===== src/rtl/fetch_stage.sv =====
// Instruction fetch stage: issues word-aligned fetches, tags them with their PC,
// buffers responses in a 2-entry FIFO for decode and discards stale responses after a redirect.
module fetch_stage #(
    parameter logic [31:0] RESET_ADDR = 32'h0000_0000
) (
    input  logic        i_clk,
    input  logic        i_rst,
    output logic        o_imem_req,
    output logic [31:0] o_imem_addr,
    input  logic        i_imem_ready,
    input  logic        i_imem_valid,
    input  logic [31:0] i_imem_rdata,
    input  logic        i_redirect,
    input  logic [31:0] i_redirect_pc,
    output logic        o_inst_valid,
    output logic [31:0] o_inst,
    output logic [31:0] o_inst_pc,
    input  logic        i_inst_ready
);

    localparam logic [31:0] NOP_INST = 32'h0000_0013;

    logic [31:0] pc_r;
    logic [1:0]  inflight_r;
    logic [1:0]  drop_r;
    logic [1:0]  tag_cnt_r;
    logic [31:0] tag0_r;
    logic [31:0] tag1_r;
    logic        fifo_v0_r;
    logic        fifo_v1_r;
    logic [31:0] fifo_inst0_r;
    logic [31:0] fifo_pc0_r;
    logic [31:0] fifo_inst1_r;
    logic [31:0] fifo_pc1_r;

    logic [1:0]  fifo_count_s;
    logic [2:0]  occupancy_s;
    logic        accept_s;
    logic        resp_s;
    logic        resp_drop_s;
    logic        resp_keep_s;
    logic        pop_s;
    logic        unused_s;

    logic [31:0] pc_next_s;
    logic [1:0]  inflight_next_s;
    logic [1:0]  drop_next_s;
    logic [1:0]  tag_cnt_next_s;
    logic [31:0] tag0_next_s;
    logic [31:0] tag1_next_s;
    logic        fifo_v0_next_s;
    logic        fifo_v1_next_s;
    logic [31:0] fifo_inst0_next_s;
    logic [31:0] fifo_pc0_next_s;
    logic [31:0] fifo_inst1_next_s;
    logic [31:0] fifo_pc1_next_s;

    // The low redirect bits carry no information for a word-aligned fetch.
    assign unused_s = ^i_redirect_pc[1:0];

    // Request gating and event decode for this cycle.
    always_comb begin
        fifo_count_s = {1'b0, fifo_v0_r} + {1'b0, fifo_v1_r};
        occupancy_s  = {1'b0, inflight_r} + {1'b0, fifo_count_s};
        o_imem_req   = (!i_rst) && (!i_redirect) && (occupancy_s < 3'd2);
        o_imem_addr  = pc_r;
        accept_s     = o_imem_req && i_imem_ready;
        // Responses with nothing outstanding (e.g. after reset) are ignored entirely.
        resp_s       = i_imem_valid && (inflight_r != 2'd0);
        resp_drop_s  = resp_s && (drop_r != 2'd0);
        resp_keep_s  = resp_s && (drop_r == 2'd0);
        pop_s        = fifo_v0_r && i_inst_ready;
    end

    // Next PC, outstanding-request counter and drop counter.
    always_comb begin
        pc_next_s       = pc_r;
        inflight_next_s = inflight_r;
        drop_next_s     = drop_r;
        if (i_redirect) begin
            pc_next_s = {i_redirect_pc[31:2], 2'b00};
        end else if (accept_s) begin
            pc_next_s = pc_r + 32'd4;
        end else begin
            pc_next_s = pc_r;
        end
        if (accept_s && !resp_s) begin
            inflight_next_s = inflight_r + 2'd1;
        end else if (!accept_s && resp_s) begin
            inflight_next_s = inflight_r - 2'd1;
        end else begin
            inflight_next_s = inflight_r;
        end
        // Every request still outstanding after this cycle belongs to the old path.
        if (i_redirect) begin
            drop_next_s = resp_s ? (inflight_r - 2'd1) : inflight_r;
        end else if (resp_drop_s) begin
            drop_next_s = drop_r - 2'd1;
        end else begin
            drop_next_s = drop_r;
        end
    end

    // In-order PC tag queue: slot 0 is always the oldest outstanding kept request.
    always_comb begin
        tag_cnt_next_s = tag_cnt_r;
        tag0_next_s    = tag0_r;
        tag1_next_s    = tag1_r;
        if (i_redirect) begin
            tag_cnt_next_s = 2'd0;
        end else begin
            if (resp_keep_s) begin
                tag0_next_s    = tag1_r;
                tag_cnt_next_s = tag_cnt_r - 2'd1;
            end else begin
                tag_cnt_next_s = tag_cnt_r;
            end
            if (accept_s) begin
                if (tag_cnt_next_s == 2'd0) begin
                    tag0_next_s = pc_r;
                end else begin
                    tag1_next_s = pc_r;
                end
                tag_cnt_next_s = tag_cnt_next_s + 2'd1;
            end else begin
                tag1_next_s = tag1_next_s;
            end
        end
    end

    // Output FIFO: slot 0 is the head and drives the decode outputs directly.
    always_comb begin
        fifo_v0_next_s    = fifo_v0_r;
        fifo_v1_next_s    = fifo_v1_r;
        fifo_inst0_next_s = fifo_inst0_r;
        fifo_pc0_next_s   = fifo_pc0_r;
        fifo_inst1_next_s = fifo_inst1_r;
        fifo_pc1_next_s   = fifo_pc1_r;
        if (i_redirect) begin
            fifo_v0_next_s = 1'b0;
            fifo_v1_next_s = 1'b0;
        end else begin
            if (pop_s) begin
                fifo_v0_next_s = fifo_v1_r;
                fifo_v1_next_s = 1'b0;
                if (fifo_v1_r) begin
                    fifo_inst0_next_s = fifo_inst1_r;
                    fifo_pc0_next_s   = fifo_pc1_r;
                end else begin
                    fifo_inst0_next_s = fifo_inst0_r;
                end
            end else begin
                fifo_v1_next_s = fifo_v1_r;
            end
            if (resp_keep_s) begin
                if (!fifo_v0_next_s) begin
                    fifo_v0_next_s    = 1'b1;
                    fifo_inst0_next_s = i_imem_rdata;
                    fifo_pc0_next_s   = tag0_r;
                end else begin
                    fifo_v1_next_s    = 1'b1;
                    fifo_inst1_next_s = i_imem_rdata;
                    fifo_pc1_next_s   = tag0_r;
                end
            end else begin
                fifo_v1_next_s = fifo_v1_next_s;
            end
        end
    end

    // State registers with synchronous reset.
    always_ff @(posedge i_clk) begin
        if (i_rst) begin
            pc_r         <= {RESET_ADDR[31:2], 2'b00};
            inflight_r   <= 2'd0;
            drop_r       <= 2'd0;
            tag_cnt_r    <= 2'd0;
            tag0_r       <= 32'h0000_0000;
            tag1_r       <= 32'h0000_0000;
            fifo_v0_r    <= 1'b0;
            fifo_v1_r    <= 1'b0;
            fifo_inst0_r <= NOP_INST;
            fifo_pc0_r   <= RESET_ADDR;
            fifo_inst1_r <= NOP_INST;
            fifo_pc1_r   <= RESET_ADDR;
        end else begin
            pc_r         <= pc_next_s;
            inflight_r   <= inflight_next_s;
            drop_r       <= drop_next_s;
            tag_cnt_r    <= tag_cnt_next_s;
            tag0_r       <= tag0_next_s;
            tag1_r       <= tag1_next_s;
            fifo_v0_r    <= fifo_v0_next_s;
            fifo_v1_r    <= fifo_v1_next_s;
            fifo_inst0_r <= fifo_inst0_next_s;
            fifo_pc0_r   <= fifo_pc0_next_s;
            fifo_inst1_r <= fifo_inst1_next_s;
            fifo_pc1_r   <= fifo_pc1_next_s;
        end
    end

    assign o_inst_valid = fifo_v0_r;
    assign o_inst       = fifo_inst0_r;
    assign o_inst_pc    = fifo_pc0_r;

endmodule


===== config.mk =====
export PLATFORM = sky130hd
export DESIGN_NAME = fetch_stage
export DESIGN_NICKNAME = d
export VERILOG_FILES = /design/src/rtl/fetch_stage.sv
export SDC_FILE = /design/constraint.sdc
export NUM_CORES = 1
export LEC_CHECK = 0
export BUFFER_PORTS_ARGS = -buffer_cell sky130_fd_sc_hd__buf_2
export CORE_AREA = 3 3 147 149
export CTS_CLUSTER_SIZE = 14
export DETAILED_ROUTE_END_ITERATION = 8
export DIE_AREA = 0 0 150 152
export PLACE_DENSITY_LB_ADDON = 0.3
export SLEW_MARGIN = 20
export SYNTH_ARGS = -nofsm -noshare
export SYNTH_HDL_FRONTEND = slang
export SYNTH_SLANG_ARGS = --single-unit

===== constraint.sdc =====
create_clock -name i_clk -period 2.9 [get_ports i_clk]
set_input_delay 0.145 -clock i_clk [delete_from_list [all_inputs] [get_ports i_clk]]
set_output_delay 0.145 -clock i_clk [all_outputs]
set_load 0.02 [all_outputs]

==> reports/results.tsv <==
metric	value	unit
status	complete, no violations	
critical_path_class	register to register	
synth_seq_cells	228	
finalCriticalPeriod	2.65	ns
rr_endpoint	tag0_r[25]	
area_delta_synth_final	25.6	%
multiInputGateArea	4540	sq um
yosys_warnings	0	
ff2ff_setup_slack	0.25	ns
antenna_found_initial	0	
fin_nets	1440	
dp_hpwl	16.6	mm
power.total	8920	uW
ys_seq_area_frac	0.477	
vias	9224	
die_y	152	microns
hold_violations	0	
fmaxAchievable	378	MHz
final_cell_mix	dfxtp_1, nand2_1, nor2_1, buf_2, a21oi_1	
slew_headroom	0.395	
core	20300	sq um
drc	0	
hold-worst-slack	0.0380	ns
synth-edff-count	0	
cap_violations	0	
fin_util	0.592	
irDropWorstVdd	451	uV
firstDrtPassIters	5	
fp-row-count	52	
grt-ovfl-total	0	
seqCellArea	4560	sq um
drtAntennaViolNets	0	
insertedDiodeCount	0	
grt_max_degree	189	
portBuffers	163	
final_common_cell	dfxtp_1	
dp_slack	0.242	ns
min-delay-start	i_redirect_pc[27]	
clock-sinks	228	
max_stage_delay	0.39	ns
floorplan.initialDensity	0.471	
nFillCells	1877	
routed_wl	27.4	mm
end_kind	register	
syn_inst	1187	
p_leak	0.00465	uW
worstRegToRegCells	12	
grt_pass1_wl	44.0	mm
gp_congestion	0.812	
viasPerCell	5.59	
ioPinCount	168	
drive_gt1_frac	0.204	
drt_iter0_drc	701	
cp-start-kind	register	
hold_depth	4	
dp_cells	1542	
worst_hold_path.endpoint	o_imem_addr[27]	
h-tree-depth	1	
wire_per_inst	16.6	microns
crit_required	3.36	ns
synth_cell_types	52	
syn_area	9570	sq um
async_reset_ff_frac	0	
slowest_stage	dfxtp_1	
clockRootBuffer	clkbuf_16	
die_area	22800	sq um
synth_ff_type	dfxtp_1	
tightest_slew	0.907	ns
syn_avg_cell_area	8.06	sq um
skew	0.0142	ns
grt_pass1_vias	8473	
grt.total_usage	0.229	
numCtsBuffers	25	
dieWidth	150	microns
crit_chain	inv_1 -> ha_1 -> nand3b_1 -> nor2_1 -> xnor2_1 -> ha_1 -> buf_4 -> nand4_1 -> buf_12 -> a21oi_2 -> buf_4 -> o221a_2	
r2r-start	inflight_r[1]	
fin_crit_sh	0.913	
cts_tree	yes	
cellPowerDensity	742	nW/um^2
setup_viol	0	
ctsLongestPathBuffers	3	
cp.arrival	3.11	ns
worst_slack	0.253	ns
final-max-slew-violation-count	0	
holdCritPathClass	input port to register	
worstSkewPairLatency	0.52	ns
cp_max_fo	24	
path_clk_slew	0.06	ns
instances_no_fill	1650	
==> routing by layer <==
layer  share of wire  wire length (microns)  up-vias  GRT usage
met5               0                      0        -          0
met1            0.46                  12700     4313      0.332
met4           0.018                    482        0     0.0545
met3           0.062                   1710       38     0.0316
li1                -                      -     4569          -
met2            0.46                  12600      304      0.361
==> layout make-up <==
| type | count | share of cell area |
|---|---|---|
| Clock buffer | 33 | 0.0562 |
| Sequential cell | 228 | 0.380 |
| Clock inverter | 10 | 0.00771 |
| Multi-Input combinational cell | 839 | 0.378 |
| Inverter | 11 | 0.00344 |
| Timing Repair Buffer | 259 | 0.146 |
| Tap cell | 270 | 0.0281 |
==> worst max-delay path: cells and delay by family, from the launching register on <==
kind                       cells  cell delay (ns)
and+or+nand+nor                3             0.51
buffers and inverters          4             0.68
DFF                            1             0.39
AOI/OAI and AO/OA              2             0.40
adders and majority gates      2             0.45
xor gates and xnor gates       1             0.17
==> how the worst max path moves through the flow <==
stage                   from    endpoint  slack, ns  cells past startpoint
6_report       inflight_r[1]  tag0_r[25]       0.25                     12
5_1_grt        inflight_r[1]   tag1_r[2]      -0.02                     10
4_1_cts        inflight_r[1]   tag0_r[5]       0.22                     12
3_5_place_dp   inflight_r[1]  tag0_r[31]       0.24                     12
3_3_place_gp   inflight_r[1]  tag0_r[13]       0.32                     12
2_1_floorplan  inflight_r[0]  tag0_r[10]       0.51                     10
==> registers in the layout, summed over array words and instances (netlist names) <==
signal and flops:
fifo_pc1_r 32, o_inst 32, fifo_inst1_r 32, drop_r 2, tag0_r 32, fifo_v1_r 1, o_imem_addr 30, inflight_r 2
o_inst_pc 32, o_inst_valid 1, tag1_r 30, tag_cnt_r 2
==> synthesized netlist by cell type (3+ instances only) <==
| library cell | number | area [sq um] |
|---|---|---|
| o221a_2 | 29 | 327 |
| o21ai_0 | 45 | 225 |
| inv_1 | 9 | 33.8 |
| ha_1 | 6 | 75.1 |
| xnor2_1 | 8 | 70.1 |
| o21a_1 | 4 | 30.0 |
| a31oi_1 | 8 | 50.1 |
| buf_2 | 23 | 115 |
| and2_1 | 8 | 50.1 |
| dfxtp_1 | 228 | 4560 |
| nand3_1 | 17 | 85.1 |
| buf_1 | 8 | 30.0 |
| mux2_2 | 3 | 33.8 |
| nand4_1 | 20 | 125 |
| a211oi_1 | 67 | 503 |
| o22ai_1 | 63 | 394 |
| nand2_1 | 186 | 698 |
| nor3_1 | 4 | 20.0 |
| clkbuf_1 | 77 | 289 |
| and3_1 | 3 | 18.8 |
| a21oi_1 | 149 | 746 |
| o211ai_1 | 5 | 37.5 |
| xor2_1 | 8 | 70.1 |
| nor4_1 | 3 | 18.8 |
| or3_1 | 3 | 18.8 |
| a22oi_1 | 4 | 30.0 |
| nor2_1 | 166 | 623 |
| a311oi_1 | 3 | 26.3 |
==> cell families (layout without fill, tap and decap cells) <==
kind of cell    count (synthesis)  after routing  share of synthesized area
simple gates                  424            424                      0.187
xor+xnor                       16             16                     0.0146
buf+inv                       121            313                     0.0513
mux                             4              4                    0.00458
fa+ha+maj                       6              6                    0.00785
other cells                     1              2                   0.000392
compound gates                387            387                      0.257
flops                         228            228                      0.477
==> where the power goes <==
part / switching, uW / leakage (uW) / internal (uW)
clock network: 1250 / 0.000379 / 1730
logic: 1360 / 0.00242 / 893
registers: 245 / 0.00185 / 3440
==> per-stage QoR <==
stage	setup TNS [ns]	area [sq um]
6_report	0	12000
5_1_grt	-0.0468	12000
4_1_cts	0	12000
3_5_place_dp	0	10600
3_3_place_gp	0	10600
2_1_floorplan	0	9570
==> repair_timing <==
item,in CTS,in global routing
buffers inserted,0,1
endpoints found under the setup margin,0,15
endpoints found under the hold margin,94,0
hold buffers,63,0
resized for setup,0,1
Note: power is estimated with default switching activity, not from simulation.
